### src/rtl/memory_arbiter_if.sv
// Bus bundle between the two memory requesters (CPU, front panel), the
// arbiter and the main-memory model. The arbiter takes the slave view; the
// requesters/memory side takes the master view.
interface memory_arbiter_if #(
    parameter int unsigned ADDR_WIDTH = 12,
    parameter int unsigned DATA_WIDTH = 12
);
    // CPU requester
    logic                  cpu_req;
    logic                  cpu_read_enable;
    logic                  cpu_write_enable;
    logic                  cpu_read_type;
    logic [ADDR_WIDTH-1:0] cpu_address;
    logic [DATA_WIDTH-1:0] cpu_write_data;
    logic [DATA_WIDTH-1:0] cpu_read_data;
    logic                  cpu_finished;
    logic                  cpu_error;

    // Front-panel requester
    logic                  pnl_req;
    logic                  pnl_read_enable;
    logic                  pnl_write_enable;
    logic [ADDR_WIDTH-1:0] pnl_address;
    logic [DATA_WIDTH-1:0] pnl_write_data;
    logic [DATA_WIDTH-1:0] pnl_read_data;
    logic                  pnl_finished;
    logic                  pnl_error;

    // Memory port
    logic [ADDR_WIDTH-1:0] mem_address;
    logic                  mem_read_enable;
    logic                  mem_write_enable;
    logic                  mem_read_type;
    logic [DATA_WIDTH-1:0] mem_write_data;
    logic [DATA_WIDTH-1:0] mem_read_data;
    logic                  mem_finished;

    logic [1:0]            grant_owner;

    modport slave (
        input  cpu_req, cpu_read_enable, cpu_write_enable, cpu_read_type,
        input  cpu_address, cpu_write_data,
        output cpu_read_data, cpu_finished, cpu_error,
        input  pnl_req, pnl_read_enable, pnl_write_enable, pnl_address, pnl_write_data,
        output pnl_read_data, pnl_finished, pnl_error,
        output mem_address, mem_read_enable, mem_write_enable, mem_read_type,
        output mem_write_data,
        input  mem_read_data, mem_finished,
        output grant_owner
    );

    modport master (
        output cpu_req, cpu_read_enable, cpu_write_enable, cpu_read_type,
        output cpu_address, cpu_write_data,
        input  cpu_read_data, cpu_finished, cpu_error,
        output pnl_req, pnl_read_enable, pnl_write_enable, pnl_address, pnl_write_data,
        input  pnl_read_data, pnl_finished, pnl_error,
        input  mem_address, mem_read_enable, mem_write_enable, mem_read_type,
        input  mem_write_data,
        output mem_read_data, mem_finished,
        input  grant_owner
    );
endinterface

### src/rtl/memory_arbiter.sv
// Round-robin arbiter sharing the PDP8 main-memory port between the CPU
// controller and the front-panel loader. One transaction at a time:
// IDLE (arbitrate/latch) -> ACCESS (drive memory) -> RESPOND (pulse finished).
module memory_arbiter #(
    parameter int unsigned ADDR_WIDTH     = 12,
    parameter int unsigned DATA_WIDTH     = 12,
    parameter int unsigned TIMEOUT_CYCLES = 64
) (
    input  logic             clk,
    input  logic             reset,
    input  logic             run,
    memory_arbiter_if.slave  bus
);
    typedef enum logic [1:0] {StIdle, StAccess, StRespond} state_t;

    localparam logic [7:0] TimeoutLast = 8'(TIMEOUT_CYCLES - 1);

    // Owner/last-grant encoding: 0 = CPU, 1 = panel.
    state_t                state_q, state_d;
    logic                  owner_q, owner_d;
    logic                  last_q, last_d;
    logic [ADDR_WIDTH-1:0] addr_q, addr_d;
    logic [DATA_WIDTH-1:0] wdata_q, wdata_d;
    logic                  re_q, re_d;
    logic                  we_q, we_d;
    logic                  rtype_q, rtype_d;
    logic                  err_q, err_d;
    logic [7:0]            count_q, count_d;
    logic [DATA_WIDTH-1:0] cpu_rdata_q, cpu_rdata_d;
    logic [DATA_WIDTH-1:0] pnl_rdata_q, pnl_rdata_d;

    logic cpu_elig, pnl_elig, pick_pnl;

    // State and transaction registers; reset drops any in-flight access silently.
    always_ff @(posedge clk) begin
        if (reset) begin
            state_q     <= StIdle;
            owner_q     <= 1'b0;
            last_q      <= 1'b1;
            addr_q      <= '0;
            wdata_q     <= '0;
            re_q        <= 1'b0;
            we_q        <= 1'b0;
            rtype_q     <= 1'b0;
            err_q       <= 1'b0;
            count_q     <= '0;
            cpu_rdata_q <= '0;
            pnl_rdata_q <= '0;
        end else begin
            state_q     <= state_d;
            owner_q     <= owner_d;
            last_q      <= last_d;
            addr_q      <= addr_d;
            wdata_q     <= wdata_d;
            re_q        <= re_d;
            we_q        <= we_d;
            rtype_q     <= rtype_d;
            err_q       <= err_d;
            count_q     <= count_d;
            cpu_rdata_q <= cpu_rdata_d;
            pnl_rdata_q <= pnl_rdata_d;
        end
    end

    // Arbitration, request latching, timeout and read-data capture.
    always_comb begin
        state_d     = state_q;
        owner_d     = owner_q;
        last_d      = last_q;
        addr_d      = addr_q;
        wdata_d     = wdata_q;
        re_d        = re_q;
        we_d        = we_q;
        rtype_d     = rtype_q;
        err_d       = err_q;
        count_d     = count_q;
        cpu_rdata_d = cpu_rdata_q;
        pnl_rdata_d = pnl_rdata_q;

        cpu_elig = bus.cpu_req && run;
        pnl_elig = bus.pnl_req;
        // Panel wins only if CPU is not eligible or CPU had the last grant.
        pick_pnl = pnl_elig && (!cpu_elig || !last_q);

        unique case (state_q)
            StIdle: begin
                if (cpu_elig || pnl_elig) begin
                    owner_d = pick_pnl;
                    count_d = '0;
                    if (pick_pnl) begin
                        addr_d  = bus.pnl_address;
                        wdata_d = bus.pnl_write_data;
                        re_d    = bus.pnl_read_enable;
                        we_d    = bus.pnl_write_enable;
                        rtype_d = 1'b1;
                    end else begin
                        addr_d  = bus.cpu_address;
                        wdata_d = bus.cpu_write_data;
                        re_d    = bus.cpu_read_enable;
                        we_d    = bus.cpu_write_enable;
                        rtype_d = bus.cpu_read_type;
                    end
                    // Neither or both strobes requested: reject without touching memory.
                    if (re_d == we_d) begin
                        err_d   = 1'b1;
                        state_d = StRespond;
                    end else begin
                        err_d   = 1'b0;
                        state_d = StAccess;
                    end
                end
            end
            StAccess: begin
                count_d = count_q + 8'd1;
                if (bus.mem_finished) begin
                    if (re_q) begin
                        if (owner_q) pnl_rdata_d = bus.mem_read_data;
                        else         cpu_rdata_d = bus.mem_read_data;
                    end
                    state_d = StRespond;
                end else if (count_q == TimeoutLast) begin
                    err_d   = 1'b1;
                    state_d = StRespond;
                end
            end
            StRespond: begin
                last_d  = owner_q;
                state_d = StIdle;
            end
            default: state_d = StIdle;
        endcase
    end

    // Outputs decoded from registered state only.
    always_comb begin
        bus.mem_address      = '0;
        bus.mem_write_data   = '0;
        bus.mem_read_enable  = 1'b0;
        bus.mem_write_enable = 1'b0;
        bus.mem_read_type    = 1'b0;
        bus.cpu_finished     = 1'b0;
        bus.cpu_error        = 1'b0;
        bus.pnl_finished     = 1'b0;
        bus.pnl_error        = 1'b0;
        bus.grant_owner      = 2'b00;
        bus.cpu_read_data    = cpu_rdata_q;
        bus.pnl_read_data    = pnl_rdata_q;

        if (state_q != StIdle) bus.grant_owner = owner_q ? 2'b10 : 2'b01;
        if (state_q == StAccess) begin
            bus.mem_address      = addr_q;
            bus.mem_write_data   = wdata_q;
            bus.mem_read_enable  = re_q;
            bus.mem_write_enable = we_q;
            bus.mem_read_type    = rtype_q;
        end
        if (state_q == StRespond) begin
            bus.cpu_finished = !owner_q;
            bus.cpu_error    = !owner_q && err_q;
            bus.pnl_finished = owner_q;
            bus.pnl_error    = owner_q && err_q;
        end
    end
endmodule

### src/flat_wrapper.sv
// flat-port wrapper written by rule: the top's interface ports become plain ports
module memory_arbiter_flat 
#(
    parameter int unsigned ADDR_WIDTH     = 12,
    parameter int unsigned DATA_WIDTH     = 12,
    parameter int unsigned TIMEOUT_CYCLES = 64
)
  (clk, reset, run, bus_cpu_req, bus_cpu_read_enable, bus_cpu_write_enable, bus_cpu_read_type, bus_cpu_address, bus_cpu_write_data, bus_cpu_read_data, bus_cpu_finished, bus_cpu_error, bus_pnl_req, bus_pnl_read_enable, bus_pnl_write_enable, bus_pnl_address, bus_pnl_write_data, bus_pnl_read_data, bus_pnl_finished, bus_pnl_error, bus_mem_address, bus_mem_read_enable, bus_mem_write_enable, bus_mem_read_type, bus_mem_write_data, bus_mem_read_data, bus_mem_finished, bus_grant_owner);
  memory_arbiter_if #(.ADDR_WIDTH(ADDR_WIDTH), .DATA_WIDTH(DATA_WIDTH)) bus_i ();
  input  logic clk;
  input  logic reset;
  input  logic run;
  input wire logic [$bits(bus_i.cpu_req)-1:0] bus_cpu_req;
  input wire logic [$bits(bus_i.cpu_read_enable)-1:0] bus_cpu_read_enable;
  input wire logic [$bits(bus_i.cpu_write_enable)-1:0] bus_cpu_write_enable;
  input wire logic [$bits(bus_i.cpu_read_type)-1:0] bus_cpu_read_type;
  input wire logic [$bits(bus_i.cpu_address)-1:0] bus_cpu_address;
  input wire logic [$bits(bus_i.cpu_write_data)-1:0] bus_cpu_write_data;
  output wire logic [$bits(bus_i.cpu_read_data)-1:0] bus_cpu_read_data;
  output wire logic [$bits(bus_i.cpu_finished)-1:0] bus_cpu_finished;
  output wire logic [$bits(bus_i.cpu_error)-1:0] bus_cpu_error;
  input wire logic [$bits(bus_i.pnl_req)-1:0] bus_pnl_req;
  input wire logic [$bits(bus_i.pnl_read_enable)-1:0] bus_pnl_read_enable;
  input wire logic [$bits(bus_i.pnl_write_enable)-1:0] bus_pnl_write_enable;
  input wire logic [$bits(bus_i.pnl_address)-1:0] bus_pnl_address;
  input wire logic [$bits(bus_i.pnl_write_data)-1:0] bus_pnl_write_data;
  output wire logic [$bits(bus_i.pnl_read_data)-1:0] bus_pnl_read_data;
  output wire logic [$bits(bus_i.pnl_finished)-1:0] bus_pnl_finished;
  output wire logic [$bits(bus_i.pnl_error)-1:0] bus_pnl_error;
  output wire logic [$bits(bus_i.mem_address)-1:0] bus_mem_address;
  output wire logic [$bits(bus_i.mem_read_enable)-1:0] bus_mem_read_enable;
  output wire logic [$bits(bus_i.mem_write_enable)-1:0] bus_mem_write_enable;
  output wire logic [$bits(bus_i.mem_read_type)-1:0] bus_mem_read_type;
  output wire logic [$bits(bus_i.mem_write_data)-1:0] bus_mem_write_data;
  input wire logic [$bits(bus_i.mem_read_data)-1:0] bus_mem_read_data;
  input wire logic [$bits(bus_i.mem_finished)-1:0] bus_mem_finished;
  output wire logic [$bits(bus_i.grant_owner)-1:0] bus_grant_owner;
  assign bus_i.cpu_req = bus_cpu_req;
  assign bus_i.cpu_read_enable = bus_cpu_read_enable;
  assign bus_i.cpu_write_enable = bus_cpu_write_enable;
  assign bus_i.cpu_read_type = bus_cpu_read_type;
  assign bus_i.cpu_address = bus_cpu_address;
  assign bus_i.cpu_write_data = bus_cpu_write_data;
  assign bus_cpu_read_data = bus_i.cpu_read_data;
  assign bus_cpu_finished = bus_i.cpu_finished;
  assign bus_cpu_error = bus_i.cpu_error;
  assign bus_i.pnl_req = bus_pnl_req;
  assign bus_i.pnl_read_enable = bus_pnl_read_enable;
  assign bus_i.pnl_write_enable = bus_pnl_write_enable;
  assign bus_i.pnl_address = bus_pnl_address;
  assign bus_i.pnl_write_data = bus_pnl_write_data;
  assign bus_pnl_read_data = bus_i.pnl_read_data;
  assign bus_pnl_finished = bus_i.pnl_finished;
  assign bus_pnl_error = bus_i.pnl_error;
  assign bus_mem_address = bus_i.mem_address;
  assign bus_mem_read_enable = bus_i.mem_read_enable;
  assign bus_mem_write_enable = bus_i.mem_write_enable;
  assign bus_mem_read_type = bus_i.mem_read_type;
  assign bus_mem_write_data = bus_i.mem_write_data;
  assign bus_i.mem_read_data = bus_mem_read_data;
  assign bus_i.mem_finished = bus_mem_finished;
  assign bus_grant_owner = bus_i.grant_owner;
  memory_arbiter #(.ADDR_WIDTH(ADDR_WIDTH), .DATA_WIDTH(DATA_WIDTH), .TIMEOUT_CYCLES(TIMEOUT_CYCLES)) u_core (.clk(clk), .reset(reset), .run(run), .bus(bus_i));
endmodule
### config.mk
export PLATFORM = sky130hd
export DESIGN_NAME = memory_arbiter_flat
export DESIGN_NICKNAME = d
export VERILOG_FILES = /design/src/rtl/memory_arbiter_if.sv /design/src/rtl/memory_arbiter.sv /design/src/flat_wrapper.sv
export SDC_FILE = /design/constraint.sdc
export NUM_CORES = 1
export LEC_CHECK = 0
export CORE_UTILIZATION = 42
export CTS_BUF_LIST = sky130_fd_sc_hd__clkbuf_8 sky130_fd_sc_hd__clkbuf_16
export DETAILED_ROUTE_END_ITERATION = 8
export PLACE_DENSITY = 0.88
export SLEW_MARGIN = 20
export SYNTH_ARGS = -nofsm -noshare
export SYNTH_HDL_FRONTEND = slang
export SYNTH_SLANG_ARGS = --single-unit
### constraint.sdc
create_clock -name clk -period 1.75 [get_ports clk]
set_input_delay 0.35 -clock clk [delete_from_list [all_inputs] [get_ports clk]]
set_output_delay 0.35 -clock clk [all_outputs]
set_load 0.1 [all_outputs]
# Word-level counts from Yosys, hierarchy flattened
# Index checks and enable logic that the tools add are counted.
dict set report word_totals {
  register_bits 64
  out_inout_bits 57
}
dict set report classes {
  add_sub_neg 1
  eq_ne 8
  mux 32
  bitwise 1
  n_reduce_logical 18
}
# operator n
set op_table {}
lappend op_table {{$mux W12} 4}
lappend op_table {{$mux W1} 18}
lappend op_table {{$pmux W8 S2} 1}
lappend op_table {{$mux W2} 6}
lappend op_table {{$reduce_and A4 Y1} 3}
lappend op_table {{$add A8 B1 Y8 const B} 1}
lappend op_table {{$eq A8 B6 Y1 const B} 1}
lappend op_table {{$mux W8} 1}
lappend op_table {{$reduce_and A2 Y1} 3}
lappend op_table {{$logic_and A1 B1 Y1} 4}
lappend op_table {{$ne A2 B1 Y1 const B} 2}
lappend op_table {{$pmux W2 S2} 1}
lappend op_table {{$reduce_bool A2 Y1} 2}
lappend op_table {{$logic_not A1 Y1} 3}
lappend op_table {{$ne A3 B2 Y1 const B} 1}
lappend op_table {{$eq A2 B1 Y1 const B} 1}
lappend op_table {{$eq A2 B2 Y1 const B} 1}
lappend op_table {{$logic_not A2 Y1} 1}
lappend op_table {{$logic_or A1 B1 Y1} 2}
lappend op_table {{$ne A2 B2 Y1 const B} 1}
lappend op_table {{$pmux W1 S2} 1}
lappend op_table {{$eq A1 B1 Y1} 1}
lappend op_table {{$not A1 Y1} 1}

# Logic depth before layout (Yosys ltp)
# Gate-level depths: netlist of run 1.
dict set report depth {
  ltp_word 11
  ltp_mapped 7
  depth_no_buf 5
}

# Worst setup path before layout of run 1
# Ideal clock, no wire load.
dict set report synth_timing {
  path_type {reg-to-output}
  startpoint {register u_core.state_q[1]}
  endpoint {output port bus_cpu_error}
  arrival_ns 2.701
  t_required_ns 1.400
  path_slack_ns -1.301
  path_stages_with_launch 5
  path_buffers 1
  path_cell_list {dfxtp_1 buf_2 nand2_1 nor2_1 and2_1}
}
dict set report synth_between {
  elab_chain_cells 2
}
# element line_no
set synth_lines {}
lappend synth_lines {{start, declared} memory_arbiter.sv:19} ;# state_t state_q, state_d;
lappend synth_lines {{start signal, assigned} memory_arbiter.sv:37} ;# state_q <= StIdle;
lappend synth_lines {{start signal, assigned} memory_arbiter.sv:50} ;# state_q <= state_d;
lappend synth_lines {{$eq A2 B2 Y1} memory_arbiter.sv:157} ;# if (state_q == StRespond) begin
lappend synth_lines {{$mux W1} memory_arbiter.sv:157}
lappend synth_lines {{end, declared} flat_wrapper.sv:21} ;# output wire logic [$bits(bus_i.cpu_error)-1:0] bus_cpu_error;
# No other way between the ends.

# Worst setup path after layout of run 1
dict set report layout_timing {
  startpoint {register u_core.state_q[0]}
  endpoint {output port bus_mem_address[10]}
}
dict set report layout_between {
  elab_chain_cells 2
}
# element line_no
set layout_lines {}
lappend layout_lines {{$eq A2 B1 Y1} memory_arbiter.sv:150} ;# if (state_q == StAccess) begin
lappend layout_lines {{$mux W12} memory_arbiter.sv:150}
lappend layout_lines {{end, declared} flat_wrapper.sv:30} ;# output wire logic [$bits(bus_i.mem_address)-1:0] bus_mem_address;
# No other way between the ends.

==> qor.txt, run 1 <==
Outcome -> finished, violations left
Failing checks -> design-rule violations, negative setup slack
CTS root buf -> sky130_fd_sc_hd__clkbuf_8
Core Util, Final -> 0.815
Final worst setup slack -> -0.0627 ns
Length in cells of the worst reg-to-reg path -> 7
Number of enable-type register cells in the synthesized netlist -> 0
Maximum clock frequency -> 0.552 GHz
Mapped Area -> 2820 µm²
# nets final -> 557
Via count of the first global-routing pass -> 3133
Max-Cap Viols -> 0
Clock tree from TritonCTS -> done
Yosys top cell area share -> 0.454
Clock H-tree levels -> 3
Most common library cells after synthesis -> sky130_fd_sc_hd__dfxtp_1 (64), sky130_fd_sc_hd__nand2_1 (60), sky130_fd_sc_hd__nor2_1 (34), sky130_fd_sc_hd__and2_1 (30), sky130_fd_sc_hd__o21ai_0 (30)
Total cell area at the placement stage -> 4910 µm²
GP Congestion -> 0.844
Synth-to-Final Area Change -> 85.5%
Detailed-route DRC error count -> 7
Number of design-rule violations left by the first detailed-router iteration -> 177
Global routing usage summed across all routing layers -> 0.272
Cell count after synthesis -> 343
Standard-cell rows -> 29
Wire length of the first global-routing pass -> 14900 µm
Power per standard cell area -> 813 nW/µm²
Die height -> 83.9 µm
Sinks on Clock Net -> 64
Sum of routed wire length over all layers -> 9270 µm
Primary flip-flop cell chosen by synthesis mapping -> sky130_fd_sc_hd__dfxtp_1
Clock latency of the later-clocked register in the worst-skew pair -> 0.34 ns
Hold Crit Depth -> 1
Ratio of cells with drive above 1 in the final layout -> 0.292
Crit path capture type -> output pin
Leakage power total -> 2.14 nW
Detail-routed via count per cell -> 5.38
Yosys warns -> 0
Final Cycle Share -> 1.04
Post-synth net total -> 415
Worst hold-check path type -> flop to flop
Fraction of registers with async set or reset after synthesis -> 0
Clock-pin slew on the worst setup and hold paths -> 0.07 ns
Critical path data required time -> 1.40 ns
Number of routed nets with antenna violations -> 0
Area taken by flip-flops and latches -> 1290 µm²
Measured slew at the worst slew-check pin -> 0.443 ns
CP startpoint -> u_core.state_q[0]$_SDFFE_PP0P_
Destination of the worst hold path -> u_core.state_q[1]$_SDFFE_PP0P_
Biggest area contributors in the synthesized netlist -> sky130_fd_sc_hd__dfxtp_1 (45%), sky130_fd_sc_hd__mux2i_1 (8.5%), sky130_fd_sc_hd__nand2_1 (8.0%), sky130_fd_sc_hd__and2_1 (6.7%), sky130_fd_sc_hd__a31oi_1 (6.2%)
Antenna diodes -> 0
Final Slew Violations -> 0
Unrepaired setup endpoints after global routing -> true
Die area -> 7050 µm²
Relative max-transition margin -> 0.697
Total number of vias -> 3051
Most used standard cell by instance count after synthesis -> sky130_fd_sc_hd__dfxtp_1
Fin area -> 5230 µm²
CP peak stage delay -> 0.37 ns
Finish-stage setup viols -> 27
Width of the die -> 83.9 µm
Setup slack after placement -> -0.177 ns
CORE AREA -> 6420 µm²
Cell-by-cell trace of the critical path -> nor2b_4, buf_6, and2_2, buf_12
I/O pin count -> 128
Data arrival, critical path -> 1.46 ns
HPWL after DPL -> 6490 µm
Critical R2R Capture -> u_core.bus.cpu_read_data[8]$_SDFFE_PP0P_
Worst-case clock skew -> 0.0107 ns
Count of input and output buffers -> 127
Final worst path period need -> 1.81 ns
Pin count of the biggest net entering global routing -> 30
Source of the worst hold timing path -> u_core.state_q[1]$_SDFFE_PP0P_
Synth unique cells -> 35
Initial standard-cell utilization of the core -> 0.439
Count of state elements after synthesis -> 64
Average size of a mapped cell -> 8.22 µm²
Critical path class -> flop to output pin
Final routed wire length divided by cell count -> 16.3 µm
Worst reg2reg setup slack -> 0.05 ns
Number of buffers inserted for hold repair after clock tree synthesis -> 0
Final Hold Vio Count -> 0
Overflow left after global routing -> 0
Top fanout value on the critical path -> 10
Combined area of the multi-input logic cells -> 1530 µm²
Reg-to-reg startpoint -> u_core.state_q[0]$_SDFFE_PP0P_
Element type at the critical path start -> flop
Worst-path cell with the longest stage delay -> sky130_fd_sc_hd__dfxtp_4
Total of fill cells in the finished design -> 359
Max VDD drop -> 0.779 mV
Antenna violations before repair -> 0
Largest area contributor in the netlist -> sky130_fd_sc_hd__dfxtp_1
CTS max path bufs -> 2
Part of the Yosys area used for sequential elements -> 0.454
CTS buffer count -> 9
1st-pass router iterations -> 6
-- flip-flops by register name, summed over array words and instances, names as in the netlist --
name,cells
u_core.addr_q,12
u_core.bus.cpu_read_data,12
u_core.bus.pnl_read_data,12
u_core.count_q,8
u_core.err_q,1
u_core.last_q,1
u_core.owner_q,1
u_core.re_q,1
u_core.rtype_q,1
u_core.state_q,2
u_core.wdata_q,12
u_core.we_q,1
-- timing repair --
item,CTS,global route
setup endpoints to repair,31,31
setup buffers,5,2
pin swaps,17,1
cloned,2,0
resized for setup,34,4
-- placed cells by master, fill, tap and decap left out, types with 5 or more instances in the layout --
master and count:
sky130_fd_sc_hd__clkdlybuf4s50_1 70, sky130_fd_sc_hd__buf_12 62, sky130_fd_sc_hd__dfxtp_1 61, sky130_fd_sc_hd__nand2_1 59, sky130_fd_sc_hd__nor2_1 31, sky130_fd_sc_hd__o21ai_0 30, sky130_fd_sc_hd__a31oi_1 28, sky130_fd_sc_hd__mux2i_1 23
sky130_fd_sc_hd__and2_4 21, sky130_fd_sc_hd__buf_4 19, sky130_fd_sc_hd__a21oi_1 9, sky130_fd_sc_hd__clkbuf_8 9, sky130_fd_sc_hd__and2_2 8, sky130_fd_sc_hd__buf_6 5
-- per-stage QoR --
| step | total power [mW] | hold slack [ns] | std cells | TNS (ns) |
|---|---|---|---|---|
| floorplan | 2.48 | 0.438 | 343 | -0.241 |
| global placement | 3.05 | 0.463 | 542 | -0.557 |
| CTS | 4.25 | 0.468 | 565 | -0.928 |
| detailed placement | 3.09 | 0.465 | 542 | -2.39 |
| global route | 4.45 | 0.483 | 567 | -2.53 |
| finish | 4.25 | 0.473 | 567 | -1.06 |
-- power by group --
part / total, mW / leakage, nW / internal [mW] / switching [mW]
logic: 1.51 / 1.53 / 0.648 / 0.859
clock network: 1.06 / 0.0876 / 0.500 / 0.563
registers: 1.69 / 0.525 / 1.59 / 0.0907
total: 4.25 / 2.14 / 2.74 / 1.51
-- how the worst max path moves through the flow --
stage          slack (ns)                             end  cells after the start
2_1_floorplan       -0.22                   bus_cpu_error                      4
3_3_place_gp        -0.12       u_core.err_q$_SDFFE_PP0P_                      6
3_5_place_dp        -0.18  u_core.state_q[0]$_SDFFE_PP0P_                      6
4_1_cts             -0.06             bus_mem_address[10]                      4
5_1_grt             -0.12           bus_mem_write_data[3]                      4
6_report            -0.06             bus_mem_address[10]                      4
-- logic make-up after synthesis --
family / synth area share
flip-flops: 0.454
adder cells (fa/ha/maj): 0.00444
AND/OR/NAND/NOR: 0.245
multiplexers: 0.0852
XOR/XNOR: 0.00932
buffers and inverters: 0.0408
AO/OA/AOI/OAI: 0.161
-- layer usage --
metal / global-route usage / vias up / wire [µm]
met5: 0 / - / 0
met4: 0.127 / 0 / 308
met3: 0.0742 / 26 / 415
met2: 0.500 / 106 / 4950
met1: 0.285 / 1443 / 3590
li1: - / 1476 / -
-- critical path, delay by kind of cell, from the launching register on --
kind	cells	cell delay [ns]
buf+inv	2	0.34
flops	1	0.37
simple gates	2	0.40
-- cell type report --
| type | instances | area share |
|---|---|---|
| tap | 77 | 0.0184 |
| multi-input combinational | 252 | 0.293 |
| inverter | 2 | 0.00143 |
| clock inverter | 7 | 0.00789 |
| clock buffer | 9 | 0.0237 |
| sequential | 64 | 0.247 |
| timing repair buffer | 156 | 0.409 |
Power figures use the tool's default switching activity.
==> inputs of run 2 (changes only) <==
--- a/config.mk
+++ b/config.mk
@@ -5,10 +5,12 @@
 export SDC_FILE = /design/constraint.sdc
 export NUM_CORES = 1
 export LEC_CHECK = 0
-export CORE_UTILIZATION = 42
+export ABC_AREA = 1
+export CORE_UTILIZATION = 57
 export CTS_BUF_LIST = sky130_fd_sc_hd__clkbuf_8 sky130_fd_sc_hd__clkbuf_16
 export DETAILED_ROUTE_END_ITERATION = 8
-export PLACE_DENSITY = 0.88
+export DONT_BUFFER_PORTS = 1
+export PLACE_DENSITY = 0.79
 export SLEW_MARGIN = 20
 export SYNTH_ARGS = -nofsm -noshare
 export SYNTH_HDL_FRONTEND = slang
==> run 2 against run 1 <==
  * The flow finishes with violations (negative setup slack)
  * Largest cell class is now multi-input gates
  * Count of clock-buffer cells in the layout did not move
  * Highest routed layer unchanged
  * Critical path type unchanged
  * Worst setup slack got worse by 0.035 ns
  * Synthesized area rose by 8.5%
  * Clock power rose by 39%
  * Clock skew fell by 0.0027 ns
  * Non-clock buffer count fell by 78
  * Critical path depth rose by 1
  * Synthesized cell count rose by 32%
  * Flip-flop and latch count did not move
  * Sequential power barely moved
==> qor.txt, run 2 <==
Final Slew Violations -> 0
Leakage power total -> 1.99 nW
CTS buffer count -> 9
Synth unique cells -> 23
Clock latency of the later-clocked register in the worst-skew pair -> 0.36 ns
Cell count after synthesis -> 454
Most used standard cell by instance count after synthesis -> sky130_fd_sc_hd__nor2_1
Initial standard-cell utilization of the core -> 0.595
1st-pass router iterations -> 4
Fraction of registers with async set or reset after synthesis -> 0
Overflow left after global routing -> 0
Biggest area contributors in the synthesized netlist -> sky130_fd_sc_hd__dfxtp_1 (42%), sky130_fd_sc_hd__nor2_1 (11%), sky130_fd_sc_hd__nand2_1 (9.6%), sky130_fd_sc_hd__inv_1 (8.6%), sky130_fd_sc_hd__o211ai_1 (6.1%)
Finish-stage setup viols -> 28
CORE AREA -> 5140 µm²
Clock tree from TritonCTS -> done
Pin count of the biggest net entering global routing -> 49
CTS root buf -> sky130_fd_sc_hd__clkbuf_8
Number of buffers inserted for hold repair after clock tree synthesis -> 0
Psw -> 1.74 mW
Critical path data required time -> 1.40 ns
Count of input and output buffers -> 0
Number of standard cells in the layout, taps in and fillers out -> 593
Via count of the first global-routing pass -> 2895
Sinks on Clock Net -> 64
HPWL after DPL -> 5650 µm
Final routed wire length divided by cell count -> 15.7 µm
Combined area of the multi-input logic cells -> 1610 µm²
Yosys top cell area share -> 0.419
Detail-routed via count per cell -> 5.45
Count of state elements after synthesis -> 64
Wire length of the first global-routing pass -> 13500 µm
Relative max-transition margin -> 0.681
Part of the Yosys area used for sequential elements -> 0.419
I/O pin count -> 128
Total number of vias -> 3230
Top fanout value on the critical path -> 7
Proportion of power drawn by the clock network -> 0.316
Total of fill cells in the finished design -> 243
Width of the die -> 75.3 µm
Antenna diodes -> 0
Power per standard cell area -> 1010 nW/µm²
Relative contribution of sequential cells to total power -> 0.356
Most common library cells after synthesis -> sky130_fd_sc_hd__nor2_1 (89), sky130_fd_sc_hd__nand2_1 (78), sky130_fd_sc_hd__inv_1 (70), sky130_fd_sc_hd__dfxtp_1 (64), sky130_fd_sc_hd__nand3_1 (35)
Number of routed nets with antenna violations -> 0
Post-synth net total -> 526
CTS max path bufs -> 2
Final worst path period need -> 1.85 ns
Synth-to-Final Area Change -> 50.9%
Final Cycle Share -> 1.06
Data arrival, critical path -> 1.50 ns
Clock-pin slew on the worst setup and hold paths -> 0.08 ns
Worst-case clock skew -> 0.00801 ns
Number of design-rule violations left by the first detailed-router iteration -> 219
Yosys warns -> 0
Max VDD drop -> 0.720 mV
Core Util, Final -> 0.898
Most common cell after layout, fill and taps aside -> sky130_fd_sc_hd__nand2_1
Primary flip-flop cell chosen by synthesis mapping -> sky130_fd_sc_hd__dfxtp_1
Antenna violations before repair -> 0
Setup slack after placement -> 0.232 ns
GP Congestion -> 0.782
Critical path class -> flop to output pin
Measured slew at the worst slew-check pin -> 0.478 ns
Die area -> 5670 µm²
Ratio of cells with drive above 1 in the final layout -> 0.279
Failing checks -> negative setup slack
Standard-cell rows -> 26
Average size of a mapped cell -> 6.74 µm²
Final Hold Vio Count -> 0
Global routing usage summed across all routing layers -> 0.329
Maximum clock frequency -> 0.541 GHz
Net Sw Frac -> 0.373
Mapped Area -> 3060 µm²
Area taken by flip-flops and latches -> 1290 µm²
Cell total after placement -> 566
Largest area contributor in the netlist -> sky130_fd_sc_hd__dfxtp_1
Final worst setup slack -> -0.0981 ns
Max-Cap Viols -> 0
Sum of routed wire length over all layers -> 9310 µm
Internal Power -> 2.92 mW
Unrepaired setup endpoints after global routing -> true
Crit path capture type -> output pin
Outcome -> finished, violations left
Die height -> 75.3 µm
Commonest cells after routing, fill and taps aside -> sky130_fd_sc_hd__nand2_1 (78), sky130_fd_sc_hd__inv_1 (67), sky130_fd_sc_hd__dfxtp_1 (62)
Element type at the critical path start -> flop
Number of enable-type register cells in the synthesized netlist -> 0
Worst hold-check path type -> input pin to flop
# nets final -> 590
Clock H-tree levels -> 3
Portion of total power attributed to combinational logic -> 0.328
Detailed-route DRC error count -> 0
run 2: cells by family after synthesis:
group / count (synthesis) / synth area share
buffers and inverters: 101 / 0.142
adders and majority gates: 1 / 0.00409
AOI/OAI and AO/OA: 70 / 0.136
and+or+nand+nor: 218 / 0.299
DFF: 64 / 0.419
run 2: layout make-up:
type | instances | area share
Multi-Input combinational cell | 289 | 0.349
Clock buffer | 9 | 0.0268
Tap cell | 70 | 0.0190
Inverter | 76 | 0.0650
Sequential cell | 64 | 0.279
Timing Repair Buffer | 78 | 0.239
Clock inverter | 7 | 0.0225
run 2: per-layer routing:
layer	global-route usage	share of wire
met1	0.369	0.39
met2	0.588	0.52
met3	0.102	0.072
met4	0.119	0.023
met5	0	0
run 2: power groups by stage:
stage          registers, mW  clock network (mW)  logic, mW
6_report                1.66                1.47       1.52
5_1_grt                 1.67                1.53       1.62
4_1_cts                 1.65                1.46       1.48
3_5_place_dp            1.68                   0       1.35
3_3_place_gp            1.67                   0       1.32
2_1_floorplan           1.74                   0      0.941
run 2: path summary, 6_finish.rpt:
path                                                                  to  cells after the start  slack (ns)                      startpoint
worst max-delay path                              bus_mem_write_data[10]                      5        -0.1  u_core.state_q[1]$_SDFFE_PP0P_
worst min register to register            u_core.count_q[1]$_SDFFE_PP0P_                      2        0.49  u_core.count_q[1]$_SDFFE_PP0P_
worst min-delay path                      u_core.count_q[1]$_SDFFE_PP0P_                      1        0.05                           reset
worst max register to register  u_core.bus.pnl_read_data[8]$_SDFFE_PP0P_                      8        0.13  u_core.state_q[1]$_SDFFE_PP0P_
run 2: timing repair:
item | in CTS | in global routing
buffers inserted | 7 | 1
pin swaps | 5 | 3
endpoints found under the setup margin | 31 | 55
cloned | 3 | 0
resized for setup | 17 | 8
run 2: worst max-delay path: stages (launching register included):
cell and delay, ns:
sky130_fd_sc_hd__dfxtp_4 0.38, sky130_fd_sc_hd__nor2_4 0.17, sky130_fd_sc_hd__inv_6 0.10, sky130_fd_sc_hd__buf_12 0.17, sky130_fd_sc_hd__nor2_4 0.14, sky130_fd_sc_hd__buf_12 0.18
run 2: per-stage QoR:
stage                     cell area [µm²]  power (mW)  TNS [ns]  hold WS, ns
after floorplan                      3310        2.68    -0.924        0.447
after global placement               4180        3.00         0        0.414
after detailed placement             4180        3.04         0        0.418
after CTS                            4570        4.59    -0.492       0.0482
after global routing                 4620        4.82     -3.08       0.0428
final                                4620        4.66     -1.69       0.0491
==> inputs of run 3 (changes only) <==
--- a/config.mk
+++ b/config.mk
@@ -6,6 +6,7 @@
 export NUM_CORES = 1
 export LEC_CHECK = 0
 export ABC_AREA = 1
+export ABC_CLOCK_PERIOD_IN_PS = 1750
 export CORE_UTILIZATION = 57
 export CTS_BUF_LIST = sky130_fd_sc_hd__clkbuf_8 sky130_fd_sc_hd__clkbuf_16
 export DETAILED_ROUTE_END_ITERATION = 8
==> results of run 3 <==
Final layout, timing and power as in run 2 (identical DEF).
